## config.mk

```make
export PLATFORM = sky130hd
export DESIGN_NAME = alu_rs
export DESIGN_NICKNAME = d
export VERILOG_FILES = /design/src/rtl/alu_rs.sv
export SDC_FILE = /design/constraint.sdc
export NUM_CORES = 1
export LEC_CHECK = 0
export BUFFER_PORTS_ARGS = -buffer_cell sky130_fd_sc_hd__buf_4
export CAP_MARGIN = 20
export CORE_MARGIN = 2
export CORE_UTILIZATION = 51
export CTS_CLUSTER_SIZE = 16
export DETAILED_ROUTE_END_ITERATION = 7
export PLACE_DENSITY = 0.82
export SLEW_MARGIN = 5
export SYNTH_ARGS = -nofsm -noshare
export SYNTH_HDL_FRONTEND = slang
export SYNTH_SLANG_ARGS = --single-unit
```

## constraint.sdc

```tcl
create_clock -name clk -period 5.3 [get_ports clk]
set_input_delay 0.795 -clock clk [delete_from_list [all_inputs] [get_ports clk]]
set_output_delay 0.795 -clock clk [all_outputs]
set_load 0.005 [all_outputs]
```

## src/rtl/alu_rs.sv

```systemverilog
`default_nettype none
// ============================================================================
// Module   : alu_rs
// Purpose  : 4-entry ALU reservation station with CDB wakeup and a single
//            registered issue port. Optional macro ALU_RS_AGE_ORDER_EN selects
//            oldest-ready issue via an age matrix; otherwise lowest-index-ready.
// Revision : 1.0 - initial release
// ============================================================================
module alu_rs #(
   parameter int DATA_W   = 32,
   parameter int TAG_W    = 4,
   parameter int OP_W     = 5,
   parameter int TAG_FREE = 0
) (
   input  logic              clk,
   input  logic              rst,
   input  logic              in_valid,
   input  logic [OP_W-1:0]   in_op,
   input  logic [TAG_W-1:0]  in_tag1,
   input  logic [TAG_W-1:0]  in_tag2,
   input  logic [DATA_W-1:0] in_data1,
   input  logic [DATA_W-1:0] in_data2,
   input  logic [TAG_W-1:0]  in_dest,
   output logic              full,
   input  logic              cdb_valid,
   input  logic [TAG_W-1:0]  cdb_tag,
   input  logic [DATA_W-1:0] cdb_data,
   input  logic              flush,
   output logic              issue_valid,
   input  logic              issue_ready,
   output logic [OP_W-1:0]   issue_op,
   output logic [DATA_W-1:0] issue_data1,
   output logic [DATA_W-1:0] issue_data2,
   output logic [TAG_W-1:0]  issue_dest
);

   localparam int                N    = 4;
   localparam logic [TAG_W-1:0]  FREE = TAG_W'(TAG_FREE);

   logic [N-1:0]      ent_v;
   logic [OP_W-1:0]   ent_op   [N];
   logic [TAG_W-1:0]  ent_t1   [N];
   logic [TAG_W-1:0]  ent_t2   [N];
   logic [TAG_W-1:0]  ent_dest [N];
   logic [DATA_W-1:0] ent_d1   [N];
   logic [DATA_W-1:0] ent_d2   [N];

   logic [N-1:0] rdy;
   logic [N-1:0] grant;
   logic [N-1:0] alloc_oh;
   logic [1:0]   sel_idx;
   logic         load;
   logic         issue_fire;
   logic         alloc_en;
   logic         fwd1;
   logic         fwd2;

   assign full       = &ent_v;
   assign load       = !issue_valid || issue_ready;
   assign issue_fire = load && (|grant);
   assign alloc_en   = in_valid && !full && !flush;
   assign fwd1       = cdb_valid && (in_tag1 == cdb_tag) && (in_tag1 != FREE);
   assign fwd2       = cdb_valid && (in_tag2 == cdb_tag) && (in_tag2 != FREE);

   always_comb begin
      rdy      = '0;
      alloc_oh = '0;
      for (int i = N - 1; i >= 0; i--) begin
         rdy[i] = ent_v[i] && (ent_t1[i] == FREE) && (ent_t2[i] == FREE);
         if (!ent_v[i]) begin
            alloc_oh    = '0;
            alloc_oh[i] = 1'b1;
         end
      end
   end

`ifdef ALU_RS_AGE_ORDER_EN
   // older[i][j] set means entry j was allocated before entry i
   logic [N-1:0] older [N];

   always_comb begin
      grant = '0;
      for (int i = 0; i < N; i++) begin
         grant[i] = rdy[i] && ((rdy & older[i]) == '0);
      end
   end

   always_ff @(posedge clk) begin
      if (!rst) begin
         for (int i = 0; i < N; i++) older[i] <= '0;
      end else if (alloc_en) begin
         for (int i = 0; i < N; i++) begin
            if (alloc_oh[i]) older[i] <= ent_v;
            else             older[i] <= older[i] & ~alloc_oh;
         end
      end
   end
`else
   always_comb begin
      grant = '0;
      for (int i = N - 1; i >= 0; i--) begin
         if (rdy[i]) begin
            grant    = '0;
            grant[i] = 1'b1;
         end
      end
   end
`endif

   always_comb begin
      sel_idx = '0;
      for (int i = 0; i < N; i++) begin
         if (grant[i]) sel_idx = 2'(i);
      end
   end

   always_ff @(posedge clk) begin
      if (!rst || flush) begin
         ent_v <= '0;
      end else begin
         for (int i = 0; i < N; i++) begin
            if (alloc_en && alloc_oh[i]) begin
               ent_v[i]    <= 1'b1;
               ent_op[i]   <= in_op;
               ent_dest[i] <= in_dest;
               ent_t1[i]   <= fwd1 ? FREE : in_tag1;
               ent_d1[i]   <= fwd1 ? cdb_data : in_data1;
               ent_t2[i]   <= fwd2 ? FREE : in_tag2;
               ent_d2[i]   <= fwd2 ? cdb_data : in_data2;
            end else begin
               if (issue_fire && grant[i]) ent_v[i] <= 1'b0;
               if (cdb_valid && ent_v[i] && ent_t1[i] == cdb_tag && ent_t1[i] != FREE) begin
                  ent_t1[i] <= FREE;
                  ent_d1[i] <= cdb_data;
               end
               if (cdb_valid && ent_v[i] && ent_t2[i] == cdb_tag && ent_t2[i] != FREE) begin
                  ent_t2[i] <= FREE;
                  ent_d2[i] <= cdb_data;
               end
            end
         end
      end
   end

   // Data fields keep their last value whenever nothing new is loaded
   always_ff @(posedge clk) begin
      if (!rst) begin
         issue_valid <= 1'b0;
         issue_op    <= '0;
         issue_data1 <= '0;
         issue_data2 <= '0;
         issue_dest  <= '0;
      end else if (flush) begin
         issue_valid <= 1'b0;
      end else if (load) begin
         issue_valid <= |grant;
         if (|grant) begin
            issue_op    <= ent_op[sel_idx];
            issue_data1 <= ent_d1[sel_idx];
            issue_data2 <= ent_d2[sel_idx];
            issue_dest  <= ent_dest[sel_idx];
         end
      end
   end

endmodule
`default_nettype wire

```

Yosys cells after proc, flatten, opt, wreduce, memory -nomap -nowiden
Memory sizes are Yosys's and may differ from the RTL's. A register that Yosys moved wholly into a read port is not among the register bits.
Cells that the tools add are included.
{"block": "totals", "register_bits": 5, "mem_bits_rw": 324, "input_bits": 123, "elab_cells": 225, "mem_count": 6}
{"name": "ent_d1", "words": 4, "width": 32, "rd": 1, "rd_clocked_by_memory_dff": 1, "write_ports": 4, "line_no": "45", "text": "logic [DATA_W-1:0] ent_d1 [N];"}
{"name": "ent_d2", "words": 4, "width": 32, "rd": 1, "rd_clocked_by_memory_dff": 1, "write_ports": 4, "line_no": "46", "text": "logic [DATA_W-1:0] ent_d2 [N];"}
{"name": "ent_op", "words": 4, "width": 5, "rd": 1, "rd_clocked_by_memory_dff": 1, "write_ports": 1, "line_no": "41", "text": "logic [OP_W-1:0] ent_op [N];"}
{"name": "ent_dest", "words": 4, "width": 4, "rd": 1, "rd_clocked_by_memory_dff": 1, "write_ports": 1, "line_no": "44", "text": "logic [TAG_W-1:0] ent_dest [N];"}
{"name": "ent_t1", "words": 4, "width": 4, "rd": 4, "rd_clocked_by_memory_dff": 0, "write_ports": 4, "line_no": "42", "text": "logic [TAG_W-1:0] ent_t1 [N];"}
{"name": "ent_t2", "words": 4, "width": 4, "rd": 4, "rd_clocked_by_memory_dff": 0, "write_ports": 4, "line_no": "43", "text": "logic [TAG_W-1:0] ent_t2 [N];"}
{"block": "classes", "n_eq_ne": 10, "muxes": 101, "n_bitwise": 18, "reduce_logical": 85}
{"op": "32-bit 2-to-1 mux", "count": 10}
{"op": "4-bit 2-to-1 mux", "count": 21}
{"op": "1-bit 2-to-1 mux", "count": 59}
{"op": "1-bit logical AND", "count": 43}
{"op": "4-bit equality test", "count": 10}
{"op": "4-bit nonzero test", "count": 10}
{"op": "4-bit logical NOT", "count": 8}
{"op": "2-bit 2-to-1 mux", "count": 8}
{"op": "1-bit bitwise OR", "count": 16}
{"op": "4-bit OR reduction", "count": 4}
{"op": "5-bit 2-to-1 mux", "count": 3}
{"op": "5-bit OR reduction", "count": 3}
{"op": "1-bit logical NOT", "count": 8}
{"op": "2-bit nonzero test", "count": 4}
{"op": "4-bit AND reduction", "count": 1}
{"op": "3-bit AND reduction", "count": 1}
{"op": "1-bit logical OR", "count": 2}
{"op": "1-bit NOT", "count": 2}
{"op": "2-bit OR reduction", "count": 1}

Depth between registers and ports, before layout
Gate-level depths: netlist of the first run.
An unclocked memory read counts as a cell.
{"block": "logic_depth", "depth_word": 13, "depth_mapped": 9, "depth_no_buf": 5}

Worst setup path after synthesis of the first run
OpenSTA, ideal clock, no wires.
{"block": "synth_timing", "kind": "input to register", "start": "input port flush", "end": "memory ent_d1[0][0] (enable)", "arrival_time_ns": 3.591, "t_required_ns": 4.821, "path_slack_ns": 1.230, "stages": 2, "n_path_buf": 0, "path_cell_list": "nand3b_1 -> o21ai_0"}
{"item": "start: declaration", "line_no": "28", "text": "input logic flush,"}
{"item": "end: declaration", "line_no": "45"}

==> metrics.yaml, run 1 <==
viasPerCell: 6.44
p_clk_share_pct: 42.9
ioPinCount: 198
worstHoldPathCells: 1
gp_congestion: 0.826
skew_ps: 10.2
hp-class: "in -> reg"
area_growth_pct: 16.4
rows: 70
die_y_um: 197
drive_gt1_share_pct: 37.2
yosysTopAreaCell: "edfxtp_1"
cp-startpoint: "rst"
grtUsageTotal_pct: 27.4
grt_max_degree: 76
end_kind: "flip-flop"
p_per_area_nw_per_um2: 309
worstPathMaxFanout: 32
wirelength_um: 53900
min_from: "in_op[0]"
comb_power_share_pct: 6.5
hold_violations: 0
path_clk_slew_ps: 60
cts_root_buffer: "clkbuf_16"
cts.htree.levels: 2
p_leak_nw: 7.74
detail_route.wl_per_cell_um: 25.5
vias: 13650
holdBufCountCts: 0
p_sw_mw: 1.44
worst-slew-pin-transition_ps: 1140
startpoint_type: "primary input"
drc_errors: 0
cts-resized-gates: 0
synth_edf_count: 316
synthTopCellsByArea: "edfxtp_1 (50%), mux2_2 (13%), dfxtp_1 (9.1%)"
clock_path_buffers: 3
fin_nets: 1738
r2r_end: "issue_data2[9]"
syn_area_um2: 18900
path_class: "in -> reg"
clock_sinks: 402
ys_ff_latch: 402
antenna_found_initial: 5
regToRegStartpoint: "ent_t2[1][1]"
die_x_um: 197
drv_cap: 0
internal_power_mw: 5.36
cp-endpoint: "ent_d1[2][31]"
place_inst: 2036
syn_area_per_cell_um2: 12.7
final_antenna_net_count: 0
drt_pass1_iterations: 5
switching_share_pct: 21.2
grt_pass1_wl_um: 80400
drv_slew: 0
finalSetupViolations: 0
synthFlopType: "edfxtp_1"
ir_drop_v: 0.000233
grt_overflow_total: 0
dp_hpwl_um: 31100
postCtsSetupBuffers: 0
yosysWarnings: 0
port-buffer-count: 197
fmax_ghz: 0.293
async_reset_ff_share_pct: 0
regToRegSetupSlack_ps: 2070
grt_pass1_vias: 13742
final.period_utilization_pct: 64.4
synthCells: 1484
rr_worst_depth: 6
syn_nets: 1607
seqPwrFrac_pct: 50.7
initialDrtViolationCount: 1402
initial_core_util_pct: 51.8
rsz0062_at_grt: "false"
ys_types: 48
worstPathRequired_ps: 5450
synth_top_area_share_pct: 50.2
ys_seq_area_share_pct: 59.3
final_cells: 2119
core_um2: 36500
outcome: "completed"
period_minus_slack_ps: 3410
arrival_ps: 3570
numCtsBuffers: 43
fin_setup_tns_ps: 0
cts_tree: "yes"
dieArea_um2: 38600
relSlewSlack_pct: 24.3
clkLatencyLatePin_ps: 540
==> power by group through the flow <==
stage                     combinational (mW)  sequential, mW  clock [mW]
after detailed placement               0.428            3.51           0
after CTS                              0.432            3.45        2.92
final                                  0.439            3.45        2.92
after global routing                   0.469            3.45        3.04
after floorplan                        0.243            3.51           0
after global placement                 0.409            3.51           0
==> flip-flops by register name, indices dropped and copies added (netlist names) <==
name,flops
issue_dest,4
ent_t1,16
ent_d1,128
issue_data1,32
ent_t2,16
ent_op,20
ent_v,4
issue_data2,32
issue_op,5
issue_valid,1
ent_dest,16
ent_d2,128
==> Yosys cell counts (2+ instances only) <==
cell,instances
o311ai_0,2
nand3_1,89
o21ai_0,5
nand2_1,19
nand4_1,3
edfxtp_1,316
or2_2,3
buf_6,5
buf_1,15
and3_1,17
mux2_4,30
or2_0,2
a21oi_1,298
or3_1,5
mux2_1,11
o31ai_1,2
inv_1,7
nand3b_1,2
o221a_1,7
buf_2,31
nor4_1,7
o211ai_1,2
dfxtp_1,86
buf_4,13
xnor2_1,19
nor2_1,86
nor2b_1,7
mux2_2,215
nand2b_1,3
clkbuf_1,64
nor3_1,11
o221a_2,67
and2_1,5
xor2_1,16
==> stage by stage <==
step / cell area (um2) / worst slack, ps / power (mW) / hold slack, ps / utilization [%]
floorplan: 18900 / 1230 / 3.75 / 459 / -
global placement: 20600 / 1440 / 3.92 / 482 / 56.4
detailed placement: 20600 / 1390 / 3.94 / 489 / 56.4
CTS: 22000 / 1930 / 6.80 / 454 / 60.1
global route: 22000 / 1750 / 6.95 / 453 / 60.3
finish: 22000 / 1890 / 6.80 / 467 / 60.3
==> worst min path at each step <==
stage	end	slack, ps
floorplan	ent_t1[2][0]	460
global placement	ent_t1[2][2]	480
detailed placement	ent_t1[2][2]	490
CTS	ent_op[0][0]	450
global route	ent_op[0][0]	450
finish	ent_op[2][0]	470
==> worst max-delay path, cell delays in order <==
cell and delay [ps]:
buf_4 350, nand3b_1 370, or3_1 670, inv_1 500, or2_2 860
==> kinds of logic after synthesis <==
group / count (synthesis) / synth area share (%)
AOI/OAI and AO/OA: 390 / 13.0
xor gates and xnor gates: 35 / 1.62
buffers and inverters: 136 / 3.36
DFF: 402 / 59.3
muxes: 256 / 15.8
and+or+nand+nor: 265 / 6.84
==> per-layer routing <==
metal / track usage, % / vias to the layer above / share of wire, %
met4: 11.2 / 6 / 3.4
li1: - / 5941 / -
met1: 34.7 / 6777 / 38
met2: 45.5 / 787 / 48
met5: 0 / - / 0.076
met3: 6.52 / 139 / 10
==> cells in the final DEF, fill, tap and decap left out, types with 6 or more instances in the layout <==
master       n
nand2_1     15
mux2_2     215
clkinv_2     8
dfxtp_1     86
o221a_2     67
and3_1      14
clkbuf_16   45
a21oi_1    297
buf_4      211
nor3_1      11
xnor2_1     19
inv_1        7
clkinv_1     9
mux2_4      30
xor2_1      16
mux2_1      11
o221a_1      7
nor2b_1      6
clkbuf_1    12
edfxtp_1   316
nor4_1       7
nor2_1      86
nand3_1     87
==> final cells by class <==
cell class / instances / area [um2]
Fill cell: 2717 / 14500
Sequential cell: 402 / 11200
Antenna cell: 2 / 5.00
Timing Repair Buffer: 214 / 1650
Clock buffer: 58 / 1180
Multi-Input combinational cell: 946 / 7170
Clock inverter: 21 / 171
Tap cell: 468 / 586
Inverter: 8 / 30.0
Power figures use the tool's default switching activity.
==> inputs of run 2 (changes only) <==
--- a/config.mk
+++ b/config.mk
@@ -5,13 +5,14 @@
 export SDC_FILE = /design/constraint.sdc
 export NUM_CORES = 1
 export LEC_CHECK = 0
+export ABC_AREA = 1
 export BUFFER_PORTS_ARGS = -buffer_cell sky130_fd_sc_hd__buf_4
 export CAP_MARGIN = 20
 export CORE_MARGIN = 2
 export CORE_UTILIZATION = 51
 export CTS_CLUSTER_SIZE = 16
 export DETAILED_ROUTE_END_ITERATION = 7
-export PLACE_DENSITY = 0.82
+export PLACE_DENSITY = 0.81
 export SLEW_MARGIN = 5
 export SYNTH_ARGS = -nofsm -noshare
 export SYNTH_HDL_FRONTEND = slang
==> constraint.sdc (replaced) <==
create_clock -name clk -period 3.55 [get_ports clk]
set_input_delay 0.5325 -clock clk [delete_from_list [all_inputs] [get_ports clk]]
set_output_delay 0.5325 -clock clk [all_outputs]
set_load 0.005 [all_outputs]
==> run 2 against run 1 <==
  * Die area up 9.9%
  * Sequential power up 49%
  * Critical path depth up 6
  * Via count up 33%
  * Critical path type is now reg -> reg
==> metrics.yaml, run 2 <==
relSlewSlack_pct: 28.5  # +4.2 points
worst-slew-pin-transition_ps: 1070  # -63.4 ps
cp_cell_sequence: "nor2_1 > nand3_1 > nor2_4 > nand2_4 > nand2_4 > buf_4 > nand2_1 > nand2_1 > nand2_1 > nor2_1 > nor2_1"
fin_nets: 2819  # +62%
p_per_area_nw_per_um2: 426  # +38%
die_y_um: 206  # +4.8%
dieArea_um2: 42500  # +9.9%
fill_cells: 3446  # +27%
syn_area_um2: 20800  # +10%
period_minus_slack_ps: 2700
crit_path_top_delay_cell: "nand2_4"
cts_tree: "yes"
crit_path_max_incr_delay_ps: 510  # -350 ps
yosysWarnings: 0  # unchanged
die_x_um: 206  # +4.8%
rsz0062_at_grt: "false"
viasPerCell: 5.56  # -14%
postCtsSetupBuffers: 0  # unchanged
end_kind: "flip-flop"
ys_types: 34  # -29%
clock_path_buffers: 3  # unchanged
grtUsageTotal_pct: 28.3  # +0.90 points
gp_congestion: 0.912  # +10%
hold_violations: 0  # unchanged
initial_core_util_pct: 51.3  # -0.43 points
fin_util_pct: 59.2  # -1.0 points
synthFlopType: "edfxtp_1"
drv_cap: 0  # unchanged
ys_ff_latch: 402  # unchanged
synth_common_cells: "nand2_1 (654), inv_1 (356), edfxtp_1 (316)"
p_leak_nw: 10.0  # +29%
core_um2: 40600  # +11%
synth_edf_count: 316  # unchanged
antenna_found_initial: 2  # -3
final_antenna_net_count: 0  # unchanged
grt_pass1_wl_um: 92100  # +14%
outcome: "completed"
ioPinCount: 198  # unchanged
drt_pass1_iterations: 6  # +1
layout_commonest_cell: "nand2_1"
final.period_utilization_pct: 75.9
stdcell_area_um2: 24000  # +9.1%
ir_drop_v: 0.000274  # +17%
synthCells: 2610  # +76%
grt_pass1_vias: 17259  # +26%
path_clk_slew_ps: 60  # about the same
pre_cts_ws_ps: 498  # -890 ps
initialDrtViolationCount: 1806  # +29%
finalSetupViolations: 0  # unchanged
rows: 74  # +5.7%
synthTopCellsByArea: "edfxtp_1 (46%), nand2_1 (12%), dfxtp_1 (8.3%)"
async_reset_ff_share_pct: 0  # unchanged
fin_setup_tns_ps: 0  # unchanged
area_growth_pct: 15.4
syn_nets: 2733  # +70%
final_cells: 3266  # +54%
path_class: "reg -> reg"
grt_max_degree: 107  # +41%
drc_errors: 0  # unchanged
cts_root_buffer: "clkbuf_16"
multi_input_area_um2: 7380  # +2.9%
yosysTopAreaCell: "edfxtp_1"
numCtsBuffers: 44  # +2.3%
fmax_ghz: 0.371
clkLatencyLatePin_ps: 560  # +20 ps
cts.htree.levels: 2  # unchanged
worstPathRequired_ps: 3990  # -1460 ps
drive_gt1_share_pct: 12.6  # -25 points
final_cell_mix: "nand2_1 (649), inv_1 (352), edfxtp_1 (316), o21ai_0 (312), nor2_1 (233)"
detail_route.wl_per_cell_um: 18.6  # -27%
clock_sinks: 402  # unchanged
cts-resized-gates: 0  # unchanged
dp_hpwl_um: 37300  # +20%
synth_top_area_share_pct: 45.6  # -4.6 points
seqCellArea_um2: 11200  # unchanged
yosysMostFrequentCell: "nand2_1"
hp-class: "in -> reg"
wirelength_um: 60800  # +13%
startpoint_type: "flip-flop"
vias: 18147  # +33%
worstPathMaxFanout: 42  # +31%
port-buffer-count: 197  # unchanged
drv_slew: 0  # unchanged
ys_seq_area_share_pct: 53.8  # -5.4 points
holdBufCountCts: 0  # unchanged
place_area_um2: 22600  # +9.6%
fin_ws_ps: 855  # -1030 ps
grt_overflow_total: 0  # unchanged
arrival_ps: 3140  # -430 ps
syn_area_per_cell_um2: 7.98  # -37%
skew_ps: 19.4  # +9.25 ps
place_inst: 3182  # +56%
top_regs: "ent_d1 x128, ent_d2 x128"
## run 2: kinds of logic after synthesis
family | synth area share [%]
compound gates | 12.8
xor+xnor | 1.01
buf+inv | 11.0
flops | 53.8
simple gates | 21.3
## run 2: worst paths after layout
check | start | end | slack [ps] | depth (start not counted)
max | ent_t1[1][1] | issue_data2[31] | 850 | 11
min | in_dest[0] | ent_dest[0][0] | 170 | 1
min reg2reg | ent_t2[2][1] | ent_t2[2][1] | 530 | 2
max reg2reg | ent_t1[1][1] | issue_data2[31] | 850 | 11
## run 2: final cells by class
| cell class | instances | area share [%] |
|---|---|---|
| Sequential cell | 402 | 46.7 |
| Multi-Input combinational cell | 1646 | 30.7 |
| Timing Repair Buffer | 239 | 8.15 |
| Inverter | 363 | 5.69 |
| Clock buffer | 61 | 5.15 |
| Tap cell | 532 | 2.77 |
| Clock inverter | 21 | 0.813 |
| Antenna cell | 2 | 0.0208 |
## run 2: per-stage QoR
step | total power [mW] | hold slack (ps)
global placement | 5.75 | 511
global route | 10.5 | 164
floorplan | 5.54 | 482
finish | 10.2 | 174
detailed placement | 5.78 | 518
CTS | 10.2 | 162
## run 2: worst max-delay path: cells and delay by family (launching register included)
family / cells / cell delay [ps]
and+or+nand+nor: 10 / 1810
DFF: 1 / 400
buffers and inverters: 1 / 360
## run 2: metal layers
layer | share of wire (%) | up-vias | GRT usage (%)
li1 | - | 8585 | -
met1 | 38 | 8344 | 35.9
met2 | 47 | 1039 | 47.3
met3 | 11 | 179 | 4.98
met4 | 4.1 | 0 | 13.2
met5 | 0 | - | 0
## run 2: power breakdown
group          switching (mW)  internal, mW  leakage (nW)
Sequential            0.00988          5.13          3.54
Combinational           0.350         0.202          5.77
Clock                    1.88          2.66         0.700
Total                    2.24          7.99          10.0
==> inputs of run 3 (changes only) <==
--- a/config.mk
+++ b/config.mk
@@ -12,7 +12,7 @@
 export CORE_UTILIZATION = 51
 export CTS_CLUSTER_SIZE = 16
 export DETAILED_ROUTE_END_ITERATION = 7
-export PLACE_DENSITY = 0.81
+export PLACE_DENSITY = 0.84
 export SLEW_MARGIN = 5
 export SYNTH_ARGS = -nofsm -noshare
 export SYNTH_HDL_FRONTEND = slang
==> constraint.sdc (replaced) <==
create_clock -name clk -period 2.4 [get_ports clk]
set_input_delay 0.36 -clock clk [delete_from_list [all_inputs] [get_ports clk]]
set_output_delay 0.36 -clock clk [all_outputs]
set_load 0.005 [all_outputs]
==> run 3 against run 2 <==
  * Routed wire length is 2.5% higher
  * Register-to-register slack worse by 690 ps
  * Count of clock-buffer cells in the layout is 1 lower
  * Clock power is 57% higher
  * Critical path depth stayed put
  * Flip-flop and latch count stayed put
  * Setup slack worse by 690 ps
  * Utilization is 1.8 points higher
  * Sequential share of layout area is 1.4 points lower
  * Die area stayed put
  * First-iteration DRC count is 10% higher
  * Fmax is 20% higher
  * Critical path type unchanged
==> metrics.yaml, run 3 (same netlist as run 2, synthesis figures left out) <==
path_clk_slew_ps: 60  # about the same
p_sw_mw: 3.40  # +52%
seqPwrFrac_pct: 48.8  # -1.4 points
dp_hpwl_um: 39800  # +6.8%
initial_core_util_pct: 51.3  # unchanged
fin_setup_tns_ps: 0  # unchanged
vias: 18456  # +1.7%
drive_gt1_share_pct: 13.7  # +1.1 points
clock_path_buffers: 3  # unchanged
viasPerCell: 5.59  # +0.59%
port-buffer-count: 197  # unchanged
cts_tree: "yes"
path_common_cell: "nand3_1"
worstPathMaxFanout: 36  # -14%
rows: 74  # unchanged
rsz0062_at_grt: "false"
clkLatencyLatePin_ps: 590  # +30 ps
cts_root_buffer: "clkbuf_16"
core_um2: 40600  # unchanged
relSlewSlack_pct: 56.2  # +28 points
clock_sinks: 402  # unchanged
numCtsBuffers: 43  # -2.3%
multi_input_area_um2: 7390  # about the same
crit_path_top_delay_cell: "edfxtp_1"
grt_max_degree: 75  # -30%
final_cell_mix: "nand2_1 (648), inv_1 (352), edfxtp_1 (316), o21ai_0 (312), nor2_1 (232)"
switching_share_pct: 21.8  # -0.050 points
period_minus_slack_ps: 2240  # -458 ps
drt_pass1_iterations: 6  # unchanged
cts.htree.levels: 2  # unchanged
end_kind: "flip-flop"
grt_pass1_wl_um: 96100  # +4.4%
ir_drop_v: 0.000444  # +62%
comb_power_share_pct: 5.6  # +0.2 points
fin_nets: 2857  # +1.3%
pre_cts_ws_ps: 112  # -386 ps
top_regs: "ent_d1 x128, ent_d2 x128"
arrival_ps: 2700  # -440 ps
fmax_ghz: 0.447  # +20%
die_x_um: 206  # unchanged
crit_path_max_incr_delay_ps: 410  # -100 ps
grt_overflow_total: 0  # unchanged
wirelength_um: 62300  # +2.5%
grtUsageTotal_pct: 29.6  # +1.3 points
final_antenna_net_count: 0  # unchanged
worstPathRequired_ps: 2870  # -1120 ps
drv_slew: 0  # unchanged
internal_power_mw: 12.2  # +52%
p_leak_nw: 10.3  # +3.3%
layout_commonest_cell: "nand2_1"
path_class: "reg -> reg"
die_y_um: 206  # unchanged
cp_cell_sequence: "nor2_1 > nand3_1 > nor2_1 > nor2_2 > nand2_4 > nand2_8 > buf_12 > nand3_1 > nand3_1 > nand2_1 > inv_1"
fill_cells: 3342  # -3.0%
worst-slew-pin-transition_ps: 650  # -422 ps
p_per_area_nw_per_um2: 630  # +48%
p_clk_share_pct: 45.7  # +1.3 points
grt_pass1_vias: 17891  # +3.7%
gp_congestion: 0.897  # -1.7%
antenna_found_initial: 1  # -1
drc_errors: 0  # unchanged
finalSetupViolations: 0  # unchanged
initialDrtViolationCount: 1993  # +10%
dieArea_um2: 42500  # unchanged
startpoint_type: "flip-flop"
detail_route.wl_per_cell_um: 18.9  # +1.4%
hold_violations: 0  # unchanged
hp-class: "in -> reg"
area_growth_pct: 18.9
seqCellArea_um2: 11200  # unchanged
ioPinCount: 198  # unchanged
outcome: "completed"
final.period_utilization_pct: 93.2  # +17 points
fin_ws_ps: 163  # -692 ps
skew_ps: 28.2  # +8.75 ps
power_mw: 15.6  # +52%
whs_ps: 20.8  # -154 ps
drv_cap: 0  # unchanged
[run 3: cell count changes in the layout (fill, tap and decap cells not counted), sizes merged]
cell	before	now
clkinv	13	12
inv	365	363
clkbuf	61	60
dlygate4sd3	0	8
diode	2	1
clkinvlp	3	2
bufinv	3	6
buf	239	270
[run 3: critical path, delay by kind of cell (launching register included)]
family | cells | cell delay (ps)
flops | 1 | 410
simple gates | 9 | 1430
buf+inv | 2 | 260
[run 3: layout make-up]
class | instances | share of cell area (%)
well taps | 532 | 2.69
clock buffers | 60 | 5.02
flip-flops and latches | 402 | 45.3
repair buffers | 278 | 10.5
multi-input cells | 1646 | 29.9
diodes | 1 | 0.0101
inverters | 363 | 5.52
clock inverters | 20 | 1.09
[run 3: worst paths after layout]
check,start,to,slack (ps),cells after the start
max,ent_t2[0][1],issue_dest[1],160,11
min,in_dest[1],ent_dest[0][1],20,1
max reg2reg,ent_t2[0][1],issue_dest[1],160,11
min reg2reg,ent_t2[2][0],ent_t2[2][0],530,2
[run 3: power by group through the flow]
| stage | sequential [mW] | combinational [mW] | clock (mW) |
|---|---|---|---|
| final | 7.60 | 0.865 | 7.12 |
| after global routing | 7.60 | 0.952 | 7.43 |
| after detailed placement | 7.74 | 0.833 | 0 |
| after floorplan | 7.74 | 0.452 | 0 |
| after CTS | 7.60 | 0.851 | 7.15 |
| after global placement | 7.74 | 0.796 | 0 |
[run 3: stage by stage]
step           util (%)  std cells  cell area [um2]
2_1_floorplan         -       2610            20800
3_3_place_gp       57.1       3213            23100
3_5_place_dp       57.1       3213            23100
4_1_cts            61.0       3300            24700
5_1_grt            61.0       3302            24700
6_report           61.0       3302            24700
[run 3: what timing repair did]
| action | 4_1_cts | 5_1_grt |
|---|---|---|
| resized for setup | 0 | 3 |
| hold buffers | 7 | 1 |
| setup buffers | 0 | 0 |
| endpoints found under the hold margin | 28 | 1 |
| endpoints found under the setup margin | 0 | 13 |
[run 3: per-layer routing]
| metal | GRT usage, % | part of all wire (%) |
|---|---|---|
| met5 | 0 | 0 |
| met1 | 37.0 | 36 |
| met2 | 48.1 | 47 |
| met3 | 5.74 | 12 |
| met4 | 17.1 | 5.3 |
